### src/rtl/defender_pkg.sv
// Shared definitions for the defender game-logic blocks: coordinate width,
// screen geometry, player state encoding and a coordinate distance helper.
package defender_pkg;

    localparam int COORD_W  = 10;
    localparam int SCREEN_H = 480;

    typedef enum logic [1:0] {
        IDLE,
        ALIVE,
        INVULN,
        DEAD
    } player_state_t;

    // Magnitude of the difference, one bit wider than a coordinate so it never wraps.
    function automatic logic [COORD_W:0] abs_diff(input logic [COORD_W-1:0] a,
                                                  input logic [COORD_W-1:0] b);
        logic [COORD_W:0] ea;
        logic [COORD_W:0] eb;
        ea = {1'b0, a};
        eb = {1'b0, b};
        return (ea > eb) ? (ea - eb) : (eb - ea);
    endfunction

endpackage

### src/rtl/hit_box_cmp.sv
// Combinational overlap test between one enemy projectile and the player hit box.
// A projectile at y = 0 is inactive and never overlaps.
module hit_box_cmp
    import defender_pkg::*;
#(
    parameter int HIT_W = 10,
    parameter int HIT_H = 10
) (
    input  logic [COORD_W-1:0] proj_x,
    input  logic [COORD_W-1:0] proj_y,
    input  logic [COORD_W-1:0] player_x,
    input  logic [COORD_W-1:0] player_y,
    output logic               overlap
);

    logic [COORD_W:0] dx;
    logic [COORD_W:0] dy;
    logic             active;

    always_comb begin
        dx      = abs_diff(proj_x, player_x);
        dy      = abs_diff(proj_y, player_y);
        active  = (proj_y != '0);
        overlap = active && (dx < (COORD_W+1)'(HIT_W)) && (dy < (COORD_W+1)'(HIT_H));
    end

endmodule

### src/rtl/player_hit_unit.sv
// Player-side projectile receiver: destroy handshake, life counting, invulnerability
// window and game over. Define INVULN_FLASH_EN to drive flash from the window counter.
module player_hit_unit
    import defender_pkg::*;
#(
    parameter int NUM_SRC      = 3,
    parameter int LIVES        = 3,
    parameter int HIT_W        = 10,
    parameter int HIT_H        = 10,
    parameter int INVULN_TICKS = 120
) (
    input  logic                       clk_4,
    input  logic                       clr,
    input  logic                       play,
    input  logic [COORD_W-1:0]         player_x,
    input  logic [COORD_W-1:0]         player_y,
    input  logic [COORD_W*NUM_SRC-1:0] proj_x,
    input  logic [COORD_W*NUM_SRC-1:0] proj_y,
    output logic [NUM_SRC-1:0]         destroy,
    output logic                       hit,
    output logic [2:0]                 lives,
    output logic                       invuln,
    output logic                       flash,
    output logic                       game_over
);

    // At least 4 bits so the blink tap always exists.
    localparam int CNT_W = (INVULN_TICKS > 16) ? $clog2(INVULN_TICKS) : 4;

    player_state_t      state;
    logic [CNT_W-1:0]   cnt;
    logic [NUM_SRC-1:0] overlap;
    logic [NUM_SRC-1:0] src_active;
    logic [NUM_SRC-1:0] new_hit;
    logic [NUM_SRC-1:0] destroy_next;

    for (genvar i = 0; i < NUM_SRC; i++) begin : g_cmp
        hit_box_cmp #(
            .HIT_W(HIT_W),
            .HIT_H(HIT_H)
        ) u_cmp (
            .proj_x  (proj_x[COORD_W*i +: COORD_W]),
            .proj_y  (proj_y[COORD_W*i +: COORD_W]),
            .player_x(player_x),
            .player_y(player_y),
            .overlap (overlap[i])
        );
    end

    // A source already being destroyed is neither re-set nor counted as a fresh hit.
    always_comb begin
        src_active = '0;
        for (int unsigned i = 0; i < NUM_SRC; i++) begin
            src_active[i] = (proj_y[COORD_W*i +: COORD_W] != '0);
        end
        new_hit      = overlap & ~destroy;
        destroy_next = (destroy & src_active) | new_hit;
    end

    always_ff @(posedge clk_4 or posedge clr) begin
        if (clr) begin
            state     <= IDLE;
            destroy   <= '0;
            hit       <= 1'b0;
            lives     <= 3'(LIVES);
            invuln    <= 1'b0;
            game_over <= 1'b0;
            cnt       <= '0;
        end else if (!play) begin
            state     <= IDLE;
            destroy   <= '0;
            hit       <= 1'b0;
            lives     <= 3'(LIVES);
            invuln    <= 1'b0;
            game_over <= 1'b0;
            cnt       <= '0;
        end else begin
            hit <= 1'b0;
            if (state != IDLE) begin
                destroy <= destroy_next;
            end
            case (state)
                IDLE: begin
                    state <= ALIVE;
                end
                ALIVE: begin
                    if (|new_hit) begin
                        hit   <= 1'b1;
                        lives <= lives - 3'd1;
                        if (lives == 3'd1) begin
                            state     <= DEAD;
                            game_over <= 1'b1;
                        end else begin
                            state  <= INVULN;
                            invuln <= 1'b1;
                            cnt    <= CNT_W'(INVULN_TICKS - 1);
                        end
                    end
                end
                INVULN: begin
                    if (cnt == '0) begin
                        state  <= ALIVE;
                        invuln <= 1'b0;
                    end else begin
                        cnt <= cnt - 1'b1;
                    end
                end
                DEAD: begin
                    game_over <= 1'b1;
                end
                default: state <= IDLE;
            endcase
        end
    end

`ifdef INVULN_FLASH_EN
    assign flash = (state == INVULN) && cnt[3];
`else
    assign flash = 1'b0;
`endif

endmodule

### config.mk
export PLATFORM = sky130hd
export DESIGN_NAME = player_hit_unit
export DESIGN_NICKNAME = d
export VERILOG_FILES = /design/src/rtl/defender_pkg.sv /design/src/rtl/hit_box_cmp.sv /design/src/rtl/player_hit_unit.sv
export SDC_FILE = /design/constraint.sdc
export NUM_CORES = 1
export LEC_CHECK = 0
export CAP_MARGIN = 20
export CORE_ASPECT_RATIO = 1.1
export CORE_UTILIZATION = 53
export DETAILED_ROUTE_END_ITERATION = 12
export PLACE_DENSITY_LB_ADDON = 0.08
export SKIP_LAST_GASP = 1
export SYNTH_ARGS = -nofsm -noshare
export SYNTH_HDL_FRONTEND = slang
export SYNTH_SLANG_ARGS = --single-unit
### constraint.sdc
create_clock -name clk_4 -period 1.55 [get_ports clk_4]
set_input_delay 0.31 -clock clk_4 [delete_from_list [all_inputs] [get_ports clk_4]]
set_output_delay 0.31 -clock clk_4 [all_outputs]
set_load 0.02 [all_outputs]
==> results by group, run 1 <==
Global route
  – Global route total overflow: roughly 370
  – Total GRT Usage: 85.9%
  – Largest net degree at the start of global routing: 18

Status
  – Outcome: did not finish
  – First error: [ERROR GRT-0232] Routing congestion too high. Check the congestion heatmap in the GUI.
  – Stop stage: 5_1_grt

Synth
  – Syn Nets: 1263
  – Post-synth top cells: ha_1 (128), inv_1 (112), a21oi_1 (82)
  – Synthesized cell area: around 7600 um2
  – Yosys warning count: 0
  – Post-Synthesis Cells: 1040
  – Ys flop type: dfrtp_1
  – Largest area contributor in the netlist: ha_1
  – Post-synth ARST share: 100%
  – Most frequent cell after synthesis: ha_1
  – Number of library cell types mapped by synthesis: 91
  – FF+latch count, synth: 18
  – Syn Area/Cell: 7.30 um2
  – EDFF count, synth: 0
  – Post-synthesis sequential area ratio: 5.97%
  – Yosys top cell area share: 21.1%
  – Largest cells by area after synthesis: ha_1 (21%), inv_1 (5.5%), a21oi_1 (5.4%)

Place
  – Routability cong.: 1.01
  – Placed insts: 1625
  – Final HPWL DP: 22800 um
  – Number of I/O port buffers: 91

Die
  – Row cnt: 45
  – DIE WIDTH: 116 um
  – Die Ht: 127 um
  – IO Count: 93
  – Initial Util: 54.6%

Timing
  – WEP type: register data pin
  – Worst_ep grt: state[0]$_DFFE_PP0P_/D

Clock tree
  – Worst-case clock buffer depth: 2
  – Clock buffer count from CTS: 3
  – H-tree levels: 1
  – Clk sinks: 18
  – CTS root buf: clkbuf_16
==> layer usage <==
metal,GRT usage (%),GRT overflow
met5,25.6,4
met4,98.0,117
met3,70.1,6
met2,105,236
met1,80.3,4
==> logic make-up after synthesis <==
group	after synthesis	synth area share [%]
other	1	0.0494
and+or+nand+nor	318	22.9
DFF	18	5.97
adders and majority gates	140	24.3
muxes	10	1.39
xor gates and xnor gates	32	3.69
buffers and inverters	158	8.59
AOI/OAI and AO/OA	363	33.2
==> repair_timing <==
item / CTS
pin swaps: 88
setup buffers: 40
resized for setup: 298
gates cloned: 0
setup endpoints to repair: 25
hold buffers: 0
==> stage by stage <==
step | hold WS [ns] | TNS, ns | util (%) | worst slack (ns) | instance area (um2)
CTS | 0.301 | -32.39 | 91.5 | -1.96 | 12700
detailed placement | 0.502 | -46.66 | 81.8 | -2.78 | 11400
global placement | 0.494 | -44.66 | 81.8 | -2.63 | 11400
floorplan | 0.247 | -29.83 | - | -1.87 | 7860
==> run 2: changes to the inputs <==
- CORE_ASPECT_RATIO: 1.1 -> unset
- CORE_UTILIZATION: 53 -> 40
- PLACE_DENSITY_LB_ADDON: 0.08 -> 0.15
- clock period: 1.55 -> 2 ns (I/O delays scaled with it)
==> run 2 against run 1 <==
  * The flow now finishes, with violations (setup timing)
  * Synthesized cell count did not move
  * Synthesized area unchanged
==> results by group, run 2 <==
Worst setup path
  – Worst-path fanout max: 6
  – Startpoint Class: input port
  – Crit path kind: in -> reg
  – CP endpoint kind: register
  – Critical Path AT: 3.78 ns
  – Critical Path RT: 2.16 ns
  – R2r worst-path depth: 8

Timing
  – Slew margin rel.: 52.4%
  – Fmax: 276 MHz
  – RSZ-0062 raised after global routing: yes
  – Pins Over Slew Limit: 0
  – Setup slack after layout: -1.63 ns
  – Final Hold Vio Count: 0
  – Crit share post-route: 181%
  – Slew @ Worst Pin: 0.707 ns
  – Final setup viols: 18
  – Min Tclk post-route: between 3 and 4 ns
  – Setup tns final: -26.09 ns
  – Clock skew: 0.00118 ns

Global route
  – Global route total overflow: 0
  – First-pass GRT wire length: approximately 47000 um
  – Initial antenna violation count: 1
  – Vias in the first global route: 9603
  – Largest net degree at the start of global routing: 19
  – Total GRT Usage: 29.3%

Finish
  – Final Util: 72.1%
  – Commonest non-fill, non-tap cell in the layout: buf_4
  – Most frequent cells in the layout: buf_4 (378), inv_1 (92), ha_1 (73), a21oi_1 (62), o21ai_0 (55)
  – Fill cell count: 1384
  – Largest reg by FF count: cnt
  – Max reg flops: 7
  – Fraction of layout cells with a size suffix above 1: between 40 and 50%
  – Largest regs: cnt x7, destroy x3, lives x3
  – P&R area growth vs syn: 77.2%
  – Non-filler instance count after layout: 1733
  – Layout Nets: 1723

Status
  – Failing checks: setup timing
  – Outcome: finished, violations left (was did not finish)

Place
  – Placed insts: 1674 (was 1625)
  – Routability cong.: 0.943 (was 1.01)
  – Number of I/O port buffers: 91 (unchanged)
  – Final HPWL DP: 23100 um (was 22800 um)

Die
  – Die ar.: 19500 um2
  – Die Ht: 140 um (was 127 um)
  – Initial Util: 40.7% (was 54.6%)
  – DIE WIDTH: 140 um (was 116 um)
  – Row cnt: 50 (was 45)
  – CORE AREA: 18600 um2
  – IO Count: 93 (unchanged)

Synth
  – Post-synthesis sequential area ratio: 5.97% (unchanged)
  – Yosys top cell area share: 21.1% (unchanged)
  – Number of library cell types mapped by synthesis: 91 (unchanged)
  – Post-synth ARST share: 100% (unchanged)
  – Most frequent cell after synthesis: ha_1 (unchanged)
  – FF+latch count, synth: 18 (unchanged)
  – Syn Area/Cell: 7.30 um2 (unchanged)
  – Largest area contributor in the netlist: ha_1 (unchanged)
  – Ys flop type: dfrtp_1 (unchanged)
  – EDFF count, synth: 0 (unchanged)
  – Post-synth top cells: ha_1 (128), inv_1 (112), a21oi_1 (82) (unchanged)
  – Syn Nets: 1263 (unchanged)
  – Yosys warning count: 0 (unchanged)
  – Largest cells by area after synthesis: ha_1 (21%), inv_1 (5.5%), a21oi_1 (5.4%) (unchanged)
  – Post-Synthesis Cells: 1040 (unchanged)
  – Synthesized cell area: 7590 um2 (unchanged)

Drt
  – DR vias/cell: 5.59
  – Drt wl/cell: 17.4 um
  – Initial DRC Count: 503
  – Final WL: between 30000 and 40000 um
  – Drt pass-1 iters: 7
  – DRC violations left: 0
  – DRT antenna net count: 0
  – Vias: 9685

Clock tree
  – Clk sinks: 18 (unchanged)
  – Clk slew on worst S/H paths: around 0.060 ns
  – H-tree levels: 1 (unchanged)
  – Clk_lat worst skew: 0.25 ns
  – Worst-case clock buffer depth: 2 (unchanged)
  – Clock buffer count from CTS: 3 (unchanged)
  – CTS root buf: clkbuf_16 (unchanged)
  – CTS Hold Bufs: 0 (unchanged)
  – CTS tree: done

Min path
  – Min-Delay Path Class: in -> async

Job
  – Max Cap Viol: 0

Power and ir drop
  – Pleak: 6.36 nW
  – Peak VDD IR: between 0.0002 and 0.0003 V
  – Pwr per Cell Area: between 300 and 400 nW/um2
==> run 2: cell counts after synthesis <==
Identical to the previous run, type by type.
==> run 2: final cells by class <==
type | count | area, um2 | area share (%)
Antenna cell | 1 | 2.50 | 0.0186
Clock buffer | 3 | 75.1 | 0.559
Inverter | 112 | 433 | 3.22
Multi-Input combinational cell | 864 | 8140 | 60.5
Sequential cell | 18 | 453 | 3.37
Tap cell | 234 | 293 | 2.18
Timing Repair Buffer | 501 | 4050 | 30.1
==> run 2: cells by family after synthesis <==
group	Yosys count	synth area share, %
other cells	1	0.0494
buf+inv	158	8.59
flops	18	5.97
xor+xnor	32	3.69
fa+ha+maj	140	24.3
compound gates	363	33.2
mux	10	1.39
simple gates	318	22.9
==> run 2: where the power goes <==
| group | switching (mW) | internal (mW) | total [mW] |
|---|---|---|---|
| registers | 0.0224 | 0.383 | 0.406 |
| logic | 1.96 | 2.03 | 3.99 |
| clock network | 0.148 | 0.264 | 0.412 |
| total | 2.13 | 2.68 | 4.81 |
==> run 2: metrics by stage <==
stage	hold slack, ns	worst slack [ns]	total power [mW]	area, um2
after detailed placement	0.506	-2.38	3.61	11500
after floorplan	0.337	-1.51	2.21	7860
after global placement	0.498	-2.33	3.57	11500
final	0.477	-1.63	4.81	13400
after CTS	0.489	-1.67	4.44	12800
after global routing	0.517	-1.75	5.14	13400
==> run 2: per-layer routing <==
metal | vias to the layer above | part of all wire [%] | GRT usage (%)
met5 | - | 0 | 0
met4 | 0 | 3.6 | 8.73
met3 | 85 | 3.8 | 1.96
met2 | 291 | 48 | 52.6
met1 | 4586 | 44 | 37.4
li1 | 4723 | - | -
==> run 2: timing repair <==
item	4_1_cts	5_1_grt
setup buffers	37	24
resized for setup	274	181
setup endpoints to repair	18	18
pin swaps	83	100
==> run 2: worst paths after layout <==
| check | from | endpoint | slack, ns |
|---|---|---|---|
| hold / removal | clr | game_over | 0.48 |
| max in group asynchronous | clr | lives[1] | 1.25 |
| setup / recovery | player_x[5] | cnt[2] | -1.63 |
| hold reg to reg | game_over | game_over | 0.53 |
| min in group clk_4 | game_over | game_over | 0.53 |
| setup reg to reg | lives[1] | cnt[0] | 0.05 |
==> run 2: critical path: stages <==
cell and delay (ns):
clkdlybuf4s15_1 0.24, inv_2 0.07, ha_4 0.30, nand4_4 0.12, o21bai_4 0.20, and3_4 0.19, or4b_4 0.48, a21o_1 0.19
a211oi_2 0.30, nand4_4 0.20, nor4_4 0.42, o21ai_4 0.14, buf_4 0.16, and2_4 0.13, o32ai_2 0.24
Note: power is estimated with default switching activity, not from simulation.
==> run 3: changes to the inputs <==
- CELL_PAD_IN_SITES_DETAIL_PLACEMENT: unset -> 0
- CELL_PAD_IN_SITES_GLOBAL_PLACEMENT: unset -> 1
- GPL_ROUTABILITY_DRIVEN: unset -> 0
==> run 3 against run 2 <==
  * Critical path type unchanged
  * Global-route usage up 0.38 points
  * First-iteration DRC count grew 26%
  * Fmax up 0.81%
  * Setup slack improved by 0.029 ns
  * Combinational power hardly changed
  * The run still ends with setup timing left
  * Critical path depth increased by 2
  * Routed wire length shrank 1.4%
  * Register-to-register slack about the same
  * Clock skew about the same
  * Cell area is 1.5% lower
  * Non-clock buffer count shrank 1
==> results by group, run 3 (synthesis results as in run 2) <==
Timing
  – RSZ-0062 raised after global routing: yes (unchanged)
  – Final Hold Vio Count: 0 (unchanged)
  – Pins Over Slew Limit: 0 (unchanged)
  – Min Tclk post-route: 3.60 ns (was 3.63 ns)
  – Clock skew: 0.00157 ns (was 0.00118 ns)
  – Crit share post-route: 180% (was 181%)
  – Slew margin rel.: 47.5% (was 52.4%)
  – Slew @ Worst Pin: 0.767 ns (was 0.707 ns)
  – Final setup viols: 18 (unchanged)
  – Fmax: 278 MHz (was 276 MHz)
  – Setup slack after layout: -1.60 ns (was -1.63 ns)

Finish
  – Max reg flops: 7 (unchanged)
  – Most frequent cells in the layout: buf_4 (393), inv_1 (90), ha_1 (85), a21oi_1 (61) (was buf_4 (378), inv_1 (92), ha_1 (73), a21oi_1 (62), o21ai_0 (55))
  – Fill cell count: 1485 (was 1384)
  – Ant diodes: 0 (was 1)
  – Non-filler instance count after layout: 1732 (was 1733)
  – Multi-input logic area: 8010 um2 (was 8140 um2)
  – Largest reg by FF count: cnt (unchanged)
  – Reg area: 453 um2 (unchanged)
  – Layout Nets: 1722 (was 1723)
  – P&R area growth vs syn: 74.4% (was 77.2%)
  – Commonest non-fill, non-tap cell in the layout: buf_4 (unchanged)
  – Fraction of layout cells with a size suffix above 1: 45.5% (was 47.2%)
  – Largest regs: cnt x7, destroy x3, lives x3 (unchanged)

Drt
  – Max layer used: met4 (unchanged)
  – Wire length on met3: 1250 um (was 1160 um)
  – Vias: 9637 (was 9685)
  – DR vias/cell: 5.56 (was 5.59)
  – Drt pass-1 iters: 5 (was 7)
  – WL met2: 14300 um (was 14600 um)
  – Initial DRC Count: 636 (was 503)
  – Final WL: 29800 um (was 30200 um)
  – DRT met1 WL: 13700 um (was 13300 um)
  – DRC violations left: 0 (unchanged)
  – DRT antenna net count: 0 (unchanged)
  – Drt wl/cell: 17.2 um (was 17.4 um)

Worst setup path
  – CP endpoint kind: register (unchanged)
  – Max stage delay on crit path: 0.48 ns (about the same)
  – Reg-to-reg slack, setup: 0.06 ns (was 0.05 ns)
  – CP max stage cell: clkdlybuf4s50_1 (was or4b_4)
  – Critical Path AT: 3.76 ns (was 3.78 ns)
  – Critical Path RT: 2.17 ns (was 2.16 ns)
  – Startpoint Class: input port (unchanged)
  – Crit. path cell count: 17 (was 15)
  – Crit path kind: in -> reg (unchanged)
  – Worst-path fanout max: 7 (was 6)
  – Top delay family on crit path: simple AND/OR/NAND/NOR gates (unchanged)
  – Worst-path cell chain: clkdlybuf4s50_1 -> inv_1 -> ha_1 -> fa_2 -> nand2b_4 -> a21oi_4 -> o21ai_2 -> buf_4 -> a21oi_2 -> xor2_1 -> nor4_4 -> nor2_4 -> o32ai_4 -> o21ai_4 -> buf_6 -> nor3b_2 -> nor3_1 (was clkdlybuf4s15_1 -> inv_2 -> ha_4 -> nand4_4 -> o21bai_4 -> and3_4 -> or4b_4 -> a21o_1 -> a211oi_2 -> nand4_4 -> nor4_4 -> o21ai_4 -> buf_4 -> and2_4 -> o32ai_2)
  – R2r worst-path depth: 8 (unchanged)
  – Buf+Inv Stages, Crit Path: 4 (was 3)

Die
  – DIE WIDTH: 140 um (unchanged)
  – IO Count: 93 (unchanged)
  – Row cnt: 50 (unchanged)
  – Initial Util: 40.7% (unchanged)
  – Die Ht: 140 um (unchanged)
  – CORE AREA: 18600 um2 (unchanged)
  – Die ar.: 19500 um2 (unchanged)

Place
  – Number of I/O port buffers: 91 (unchanged)
  – Placed insts: 1677 (was 1674)
  – Final HPWL DP: 23200 um (was 23100 um)

Clock tree
  – Clk slew on worst S/H paths: 0.06 ns (about the same)
  – Worst-case clock buffer depth: 2 (unchanged)
  – Clk_lat worst skew: 0.25 ns (about the same)
  – Clk sinks: 18 (unchanged)
  – CTS root buf: clkbuf_16 (unchanged)
  – CTS tree: done (unchanged)
  – H-tree levels: 1 (unchanged)
  – Clock buffer count from CTS: 3 (unchanged)

Min path
  – Min-Delay Path Class: in -> async (unchanged)

Power and ir drop
  – Tot Pwr: 4.79 mW (was 4.81 mW)
  – Pleak: 6.19 nW (was 6.36 nW)
  – Peak VDD IR: 0.000251 V (was 0.000296 V)
  – Pwr per Cell Area: 362 nW/um2 (was 357 nW/um2)

Status
  – Outcome: finished, violations left (unchanged)
  – Failing checks: setup timing (unchanged)

Global route
  – Total GRT Usage: 29.7% (was 29.3%)
  – Initial antenna violation count: 0 (was 1)
  – First-pass GRT wire length: 47500 um (was 46800 um)
  – Global route total overflow: 0 (unchanged)
  – Largest net degree at the start of global routing: 19 (unchanged)
  – Vias in the first global route: 9479 (was 9603)

Job
  – Max Cap Viol: 0 (unchanged)
[run 3: cell count changes in the layout (fill, tap and decap cells not counted), moves of 4 or more]
cell	previous run	this run
buf_6	34	21
nor3_2	4	8
ha_2	8	2
clkbuf_2	21	7
dlygate4sd2_1	8	28
dlymetal6s2s_1	19	4
clkdlybuf4s15_1	4	8
ha_4	47	41
buf_4	378	393
ha_1	73	85
[run 3: repair_timing]
| item | CTS | global route |
|---|---|---|
| pin swaps | 88 | 43 |
| hold buffers | 0 | 0 |
| resized for setup | 310 | 88 |
| buffers inserted | 44 | 8 |
| endpoints found under the hold margin | 0 | 0 |
| setup endpoints to repair | 18 | 18 |
[run 3: per-layer routing]
metal / vias up / global-route usage [%]
met2: 273 / 51.3
met3: 40 / 1.86
met4: 0 / 5.26
met5: - / 0
met1: 4591 / 40.8
li1: 4733 / -
[run 3: final timing paths]
check	start	to
setup reg to reg	lives[1]	cnt[1]
hold reg to reg	game_over	game_over
setup / recovery	proj_x[10]	cnt[6]
min in group clk_4	game_over	game_over
max in group asynchronous	clr	lives[0]
hold / removal	clr	game_over
[run 3: final cells by class]
cell class	count	area share [%]
Timing Repair Buffer	500	30.0
Tap cell	234	2.21
Clock buffer	4	0.596
Sequential cell	18	3.42
Inverter	112	3.31
Multi-Input combinational cell	864	60.5
[run 3: through the flow]
step           util (%)  instance area [um2]  setup WS (ns)  TNS, ns  hold slack [ns]
3_5_place_dp       61.5                11500          -2.46   -40.79            0.508
6_report           71.0                13200          -1.60   -26.15            0.464
5_1_grt            71.0                13200          -1.74   -28.92            0.492
3_3_place_gp       61.5                11500          -2.49   -41.02            0.499
4_1_cts            68.8                12800          -1.58   -25.79            0.481
2_1_floorplan         -                 7860          -1.51   -23.35            0.337
[run 3: worst register-to-register path: cells and delay by family, from the launching register on]
family / cells / cell delay (ns)
AND/OR/NAND/NOR: 2 / 0.20
buffers and inverters: 1 / 0.08
AO/OA/AOI/OAI: 4 / 0.81
flip-flops: 1 / 0.56
adder cells (fa/ha/maj): 1 / 0.18
[run 3: power breakdown]
group          total [mW]  internal [mW]  switching [mW]
sequential          0.406          0.383          0.0224
clock               0.419          0.271           0.148
combinational        3.97           2.01            1.96
total                4.79           2.67            2.13
